### src/rtl/uart_tx_arbiter.sv
// uart_tx_arbiter: round-robin arbiter and start-handshake sequencer that
// shares one uart_tx serializer between NUM_REQ byte producers.
//
// Handshake: a requester raises req[i] with its byte on req_data[8*i+:8] and
// holds both until it sees a one-cycle ack[i]. ack[i] means the serializer has
// latched the byte, signalled by uart_ready falling while uart_start_n is
// asserted. If uart_ready does not fall within TIMEOUT cycles, the transfer is
// abandoned with a timeout_err pulse and no ack. The requester keeps req
// raised and is retried after the other requesters have had their turn.
module uart_tx_arbiter #(
   parameter int NUM_REQ    = 2,
   parameter int START_HOLD = 4,
   parameter int TIMEOUT    = 4096,
   localparam int GRANT_W   = (NUM_REQ > 1) ? $clog2(NUM_REQ) : 1
) (
   input  logic                   clk,
   input  logic                   rst,
   input  logic [NUM_REQ-1:0]     req,
   input  logic [8*NUM_REQ-1:0]   req_data,
   output logic [NUM_REQ-1:0]     ack,
   input  logic                   uart_ready,
   output logic                   uart_start_n,
   output logic [7:0]             uart_data,
   output logic                   busy,
   output logic [GRANT_W-1:0]     grant_idx,
   output logic                   timeout_err,
   output logic [1:0]             state_dbg
);

   localparam int HOLD_W = $clog2(START_HOLD + 1);
   localparam int TO_W   = $clog2(TIMEOUT);

   typedef enum logic [1:0] {
      S_IDLE  = 2'd0,
      S_ARM   = 2'd1,
      S_DRAIN = 2'd2
   } state_t;

   state_t              state;
   logic [GRANT_W-1:0]  rr_ptr;
   logic [HOLD_W-1:0]   hold_cnt;
   logic [TO_W-1:0]     to_cnt;

   logic                win_found;
   logic [GRANT_W-1:0]  win_idx;
   logic [GRANT_W-1:0]  cand;
   logic [7:0]          win_data;
   logic [GRANT_W-1:0]  next_ptr;

   assign state_dbg = state;

   // Pointer after the current grant; wraps at NUM_REQ-1 so unused indices are never reached.
   assign next_ptr = (grant_idx == GRANT_W'(NUM_REQ - 1)) ? '0 : grant_idx + 1'b1;

   // Round-robin search from rr_ptr upward; scanning offsets downward lets the nearest requester win.
   always_comb begin
      win_found = 1'b0;
      win_idx   = '0;
      cand      = '0;
      for (int k = NUM_REQ - 1; k >= 0; k--) begin
         cand = GRANT_W'((int'(rr_ptr) + k) % NUM_REQ);
         if (req[cand]) begin
            win_found = 1'b1;
            win_idx   = cand;
         end
      end
   end

   // Byte of the winning requester.
   always_comb begin
      win_data = '0;
      for (int i = 0; i < NUM_REQ; i++) begin
         if (win_idx == GRANT_W'(i)) win_data = req_data[8*i +: 8];
      end
   end

   // Arbitration / start-handshake FSM; all outputs registered.
   always_ff @(posedge clk or posedge rst) begin
      if (rst) begin
         state        <= S_IDLE;
         uart_start_n <= 1'b1;
         uart_data    <= '0;
         ack          <= '0;
         busy         <= 1'b0;
         grant_idx    <= '0;
         timeout_err  <= 1'b0;
         rr_ptr       <= '0;
         hold_cnt     <= '0;
         to_cnt       <= '0;
      end else begin
         ack         <= '0;
         timeout_err <= 1'b0;
         case (state)
            S_IDLE: begin
               // uart_ready low means the serializer cannot accept a start edge yet.
               if (uart_ready && win_found) begin
                  uart_data    <= win_data;
                  grant_idx    <= win_idx;
                  uart_start_n <= 1'b0;
                  hold_cnt     <= HOLD_W'(1);
                  to_cnt       <= '0;
                  busy         <= 1'b1;
                  state        <= S_ARM;
               end
            end
            S_ARM: begin
               to_cnt <= to_cnt + 1'b1;
               if (hold_cnt == HOLD_W'(START_HOLD)) uart_start_n <= 1'b1;
               else                                 hold_cnt     <= hold_cnt + 1'b1;
               // Latch beats timeout when both happen on the same cycle.
               if (!uart_ready) begin
                  ack          <= NUM_REQ'(1) << grant_idx;
                  uart_start_n <= 1'b1;
                  state        <= S_DRAIN;
               end else if (to_cnt == TO_W'(TIMEOUT - 1)) begin
                  timeout_err  <= 1'b1;
                  uart_start_n <= 1'b1;
                  rr_ptr       <= next_ptr;
                  busy         <= 1'b0;
                  state        <= S_IDLE;
               end
            end
            S_DRAIN: begin
               // Frame in flight; the serializer raises uart_ready after its stop bit.
               if (uart_ready) begin
                  rr_ptr <= next_ptr;
                  busy   <= 1'b0;
                  state  <= S_IDLE;
               end
            end
            default: state <= S_IDLE;
         endcase
      end
   end

endmodule

### config.mk
export PLATFORM = sky130hd
export DESIGN_NAME = uart_tx_arbiter
export DESIGN_NICKNAME = d
export VERILOG_FILES = /design/src/rtl/uart_tx_arbiter.sv
export SDC_FILE = /design/constraint.sdc
export NUM_CORES = 1
export LEC_CHECK = 0
export BUFFER_PORTS_ARGS = -buffer_cell sky130_fd_sc_hd__buf_4
export CORE_MARGIN = 3
export CORE_UTILIZATION = 50
export DETAILED_ROUTE_END_ITERATION = 10
export PLACE_DENSITY = 0.86
export SLEW_MARGIN = 20
export SYNTH_ARGS = -nofsm -noshare
export SYNTH_HDL_FRONTEND = slang
export SYNTH_SLANG_ARGS = --single-unit
### constraint.sdc
create_clock -name clk -period 2.2 [get_ports clk]
set_input_delay 0.22 -clock clk [delete_from_list [all_inputs] [get_ports clk]]
set_output_delay 0.22 -clock clk [all_outputs]
set_load 0.02 [all_outputs]
==> metrics, run 1 <==
dominant cell type by area after synthesis=dfrtp_1; maximum clock insertion buffer count=2; max_cap viols=0; drt drc=0; Post-Syn Instances=between 150 and 200; CTS root buf=clkbuf_4; hold crit path type=input pin to register; Total Neg Setup Slack=0 ns; layout cells sized above 1=between 20% and 30%; Clock power frac=13.5%; Total Wirelength=3.62 mm; GRT Total Usage=19.7%; Worst VDD drop=0.000616 V; Sw Share=about two fifths; register area share after synthesis=46.4%; CTS H-Tree Depth=2; most frequent cells in the layout=41 x buf_4, 31 x dfrtp_1, 22 x nand2_1; Post-synth EDFFs=0; CTS tree=built; Internal Pwr Total=~1.4 mW; Total Power=2.37 mW; pin count of the biggest net entering global routing=33; CTS clk-pin slew, worst paths=approximately 0.11 ns; hold path depth=2; worst skew pair latency=about 0.34 ns; 1st-iter DRT viols=roughly 120; Mapped Nets=205; number of global-route vias before repair=1425; storage element area=about 800 µm²; Die H=64.8 µm; share of the synthesized area in the top cell type=44.9%; antenna violations before repair=0; minimum clock period=1.98 ns; reg2reg end=to_cnt[11]; highest metal used=met4; Slew Viols, Final=0; Max FO, Critical Path=9; Worst Tran Pin Value=around 0.57 ns; synth unique cells=42; Mean Syn Cell Area=9.77 µm²; clock buffer count from CTS=5; Max-slew headroom=slightly above 60%; DRT Pass-1 Iters=4; CP startpoint kind=register; met2 wire len=between 1.5 and 2 mm; I/O pins=37; r2r startpoint=state_dbg[1]; Req. time, crit path=~2.5 ns; reg2reg path depth=6; Psw=between 0.9 and 1 mW; worst clock skew=roughly 0.017 ns; Synth Register Bits=32; Synth Warn #=0; gr ovfl total=0; wire length of the first global-routing pass=roughly 6.4 mm; slowest CP cell=dfrtp_1; unrepaired setup endpoints after global routing=no; DR vias=roughly 1400; sequential power share=between 30% and 40%; diode count=0; Final period util=about nine tenths; P&R area growth vs syn=22.4%; hold worst-path end=ack[0]; Worst Hold Launch=uart_ready; r2r setup slk=0.22 ns; initial core utilization=between 50% and 60%; max incr delay on CP=~0.45 ns; DIE WIDTH=~65 µm; Cell Chain, Critical Path=inv_1 > ha_1 > nand2b_4 > a211o_1 > or3_1 > a21oi_1; synth top area cells=dfrtp_1 45%, mux2i_1 5.8%, ha_1 5.1%; LEAKAGE=1.04 nW; Final setup viols=0; pwr dens=~1100 nW/µm²; outcome=finished, final reports clean; Row Count=20; Core Area=3180 µm²; share of flip-flops with an asynchronous set or reset=100%; CP endpoint kind=register; WHS=~0.13 ns; nets@finish=approximately 250; Synth Flop Type=dfrtp_1; met1 WL=roughly 1.7 mm; FMAX=505 MHz; Vias/cell=5.43; Final Hold Fails=0; post-synthesis cell area=about 1700 µm²; ANT nets after route=0; Combinational Power Share=48.5%; drt wl/cell=13.7 µm; Port-buffer cells=36; Die Footprint=approximately 4200 µm²; area of the multi-input gates=about 850 µm²; HPWL reported at the end of detailed placement=2.76 mm; metal3 WL=130 µm; count of clock tree sinks=32; FILL cells=between 200 and 300; commonest non-fill, non-tap cell in the layout=buf_4; WS Path Type=register to register; crit path DAT=around 2.2 ns; RePlAce Congestion=about 0.83
flip-flops by register name (all words and copies together) (netlist names):
register / flops
to_cnt: 12
uart_data: 8
hold_cnt: 3
ack: 2
state_dbg: 2
busy: 1
grant_idx: 1
rr_ptr: 1
timeout_err: 1
uart_start_n: 1
worst max-delay path by stage:
stage                 start    endpoint  slack (ns)  cells after the start
2_1_floorplan  state_dbg[1]   to_cnt[9]        0.28                      7
3_3_place_gp   state_dbg[1]   to_cnt[7]        0.31                      6
3_5_place_dp   state_dbg[1]  to_cnt[11]        0.21                      6
4_1_cts        state_dbg[1]  to_cnt[11]        0.18                      6
5_1_grt        state_dbg[1]  to_cnt[11]        0.02                      6
6_report       state_dbg[1]  to_cnt[11]        0.22                      6
Yosys cell counts, types with 3 or more instances:
| master | instances |
|---|---|
| xnor2_1 | 5 |
| ha_1 | 7 |
| and3_1 | 3 |
| a21oi_1 | 10 |
| nand2_1 | 22 |
| buf_2 | 3 |
| nor2b_1 | 4 |
| nor3_1 | 3 |
| o21ai_0 | 16 |
| dfrtp_1 | 31 |
| inv_1 | 10 |
| a211oi_1 | 3 |
| nand3_1 | 4 |
| nor2_1 | 14 |
| mux2i_1 | 10 |
| clkbuf_1 | 3 |
| or3_1 | 3 |
area by class of cell:
type                    count  share of cell area, %
multi-input cells         128                   40.4
repair buffers             42                   15.0
inverters                  10                   1.77
well taps                  44                   2.60
clock buffers               7                   2.13
clock inverters             1                  0.236
flip-flops and latches     32                   37.9
layer usage:
metal | vias to the layer above | global-route usage [%]
met5 | - | 0
met2 | 29 | 31.7
met4 | 0 | 7.65
li1 | 703 | -
met1 | 696 | 25.4
met3 | 6 | 5.03
power by group through the flow:
stage	sequential (mW)	combinational, mW	clock [mW]
6_report	0.901	1.15	0.319
5_1_grt	0.931	1.27	0.358
4_1_cts	0.901	1.15	0.329
3_5_place_dp	0.912	1.15	0
3_3_place_gp	0.904	1.11	0
2_1_floorplan	1.04	0.629	0
worst max-delay path, delay by kind of cell, from the launching register on:
kind,cells,cell delay (ns)
AO/OA/AOI/OAI,2,0.53
flip-flops,1,0.45
adder cells (fa/ha/maj),1,0.37
AND/OR/NAND/NOR,2,0.43
buffers and inverters,1,0.12
timing repair:
item / CTS / global route
gates resized for setup: 0 / 1
setup buffers: 0 / 0
hold endpoints to repair: 31 / 0
hold buffers: 1 / 0
setup endpoints to repair: 0 / 1
cell families after synthesis:
kind of cell             count (synthesis)  share of synthesized area [%]
AND/OR/NAND/NOR                         58                           16.4
AO/OA/AOI/OAI                           46                           18.3
flip-flops                              32                           46.4
buffers and inverters                   17                           4.34
multiplexers                            11                           6.44
adder cells (fa/ha/maj)                  7                           5.06
XOR/XNOR                                 6                           3.04
through the flow:
step                instances  setup slack, ns  util [%]  instance area [µm²]
finish                    264            0.221      66.6                 2120
global route              264           0.0157      66.6                 2120
CTS                       264            0.177      66.5                 2110
detailed placement        255            0.213      64.6                 2050
global placement          255            0.310      64.6                 2050
floorplan                 177            0.276         -                 1730
(Power assumes the default switching activity.)
==> run 2: changes to the inputs <==
- clock period: 2.2 -> 2.4 ns (I/O delays scaled with it)
==> run 2 against run 1 <==
  * Via count down 0.49%
  * Hold slack better by 0.0082 ns
  * Routed wire length up 2.3%
  * Critical path depth unchanged
  * Clock power up 5%
  * First-iteration DRC count down 38%
  * Sequential power down 8.0%
==> metrics, run 2 (same netlist as run 1, synthesis figures left out) <==
outcome=finished, final reports clean; wire length of the first global-routing pass=roughly 6.6 mm; slowest CP cell=dfrtp_1; diode count=0; pwr dens=between 1000 and 1500 nW/µm²; CP delay by family, top=compound AO/OA/AOI/OAI gates; drt wl/cell=14.1 µm; clock buffer count from CTS=5; nets@finish=246; DRT Pass-1 Iters=4; Post-CTS Setup Bufs=0; highest metal used=met4; Buf/Inv on CP=1; CTS H-Tree Depth=2; Final Hold Fails=0; WS Path Type=register to register; max FFs per register=12; metal3 WL=around 150 µm; Worst VDD drop=0.000599 V; met1 WL=around 1.7 mm; count of clock tree sinks=32; initial core utilization=between 50 and 60%; CTS tree=built; crit path DAT=about 2.4 ns; GRT Total Usage=about a fifth; DIE WIDTH=about 65 µm; layout cells sized above 1=25.6%; largest registers=to_cnt (12), uart_data (8), hold_cnt (3); Total Wirelength=about 3.7 mm; 1st-iter DRT viols=73; commonest non-fill, non-tap cell in the layout=buf_4; gr ovfl total=0; I/O pins=37; CTS clk-pin slew, worst paths=0.11 ns; Post-CTS Resized=0; LEAKAGE=about 1.0 nW; Die Footprint=4200 µm²; worst clock skew=0.0182 ns; CP startpoint kind=register; Total Neg Setup Slack=0 ns; max_cap viols=0; drt drc=0; HPWL reported at the end of detailed placement=between 2 and 3 mm; Row Count=20; pin count of the biggest net entering global routing=20; Final setup viols=0; Post-CTS Hold Fix Bufs=1; Final period util=a little under nine tenths; max incr delay on CP=about 0.45 ns; Slew Viols, Final=0; Largest Register=to_cnt; minimum clock period=just over 2 ns; DR vias=approximately 1400; Max FO, Critical Path=8; met2 wire len=between 1.5 and 2 mm; Core Area=3180 µm²; Total Power=around 2.2 mW; P&R area growth vs syn=22.5%; Worst Tran Pin Value=between 0.5 and 0.6 ns; Req. time, crit path=between 2 and 3 ns; FMAX=around 480 MHz; most frequent cells in the layout=40 x buf_4, 31 x dfrtp_1, 22 x nand2_1; number of global-route vias before repair=approximately 1400; hold crit path type=input pin to register; Vias/cell=roughly 5.4; CP endpoint kind=register; Cell Chain, Critical Path=inv_1 > ha_1 > o211ai_4 > a211o_1 > or3_1 > a21oi_1; maximum clock insertion buffer count=2; CTS root buf=clkbuf_4; unrepaired setup endpoints after global routing=no; Max-slew headroom=between 60% and 70%; RePlAce Congestion=0.851; ANT nets after route=0; worst skew pair latency=approximately 0.35 ns; Die H=approximately 65 µm; antenna violations before repair=0; Port-buffer cells=36
run 2: changes by cell type in the layout (fill, tap and decap cells not counted):
cell      delta
clkbuf_1     -2
buf_4        -1
clkbuf_8     +1
clkinv_2     +1
ha_1         +1
ha_2         -1
run 2: layout make-up:
| type | count | area [µm²] |
|---|---|---|
| Fill cell | 272 | 1060 |
| Multi-Input combinational cell | 128 | 852 |
| Sequential cell | 32 | 802 |
| Timing Repair Buffer | 41 | 310 |
| Tap cell | 44 | 55.1 |
| Clock buffer | 6 | 51.3 |
| Inverter | 10 | 37.5 |
| Clock inverter | 2 | 10.0 |
run 2: worst register-to-register path: stages, from the launching register on:
cell,delay (ns)
dfrtp_1,0.45
inv_1,0.13
ha_1,0.40
o211ai_4,0.19
a211o_1,0.35
or3_1,0.32
a21oi_1,0.16
run 2: power by group:
group	internal (mW)	switching (mW)	total, mW
combinational	0.447	0.586	1.03
clock	0.139	0.196	0.336
sequential	0.702	0.127	0.829
run 2: layer usage:
layer  global-route usage [%]  vias to the layer above
li1                         -                      706
met2                     33.2                       30
met3                     4.51                        8
met5                        0                        -
met4                     8.18                        0
met1                     25.6                      683
run 2: final timing paths:
kind	from	to	slack, ns	cells after the start
setup / recovery	state_dbg[1]	to_cnt[11]	0.33	6
hold / removal	uart_ready	ack[0]	0.14	2
setup reg to reg	state_dbg[1]	to_cnt[11]	0.33	6
hold reg to reg	uart_data[1]	uart_data[1]	0.49	2
max in group asynchronous	rst	uart_start_n	1.20	4
min in group asynchronous	rst	grant_idx	0.49	3
run 2: per-stage QoR:
step                area [µm²]  worst slack (ns)  instances  util (%)  hold WS [ns]
floorplan                 1730             0.476        177         -         0.355
global placement          2050             0.487        254      64.4         0.317
detailed placement        2050             0.385        254      64.4         0.329
CTS                       2120             0.345        263      66.7         0.147
global route              2120             0.147        263      66.7         0.158
finish                    2120             0.328        263      66.7         0.142
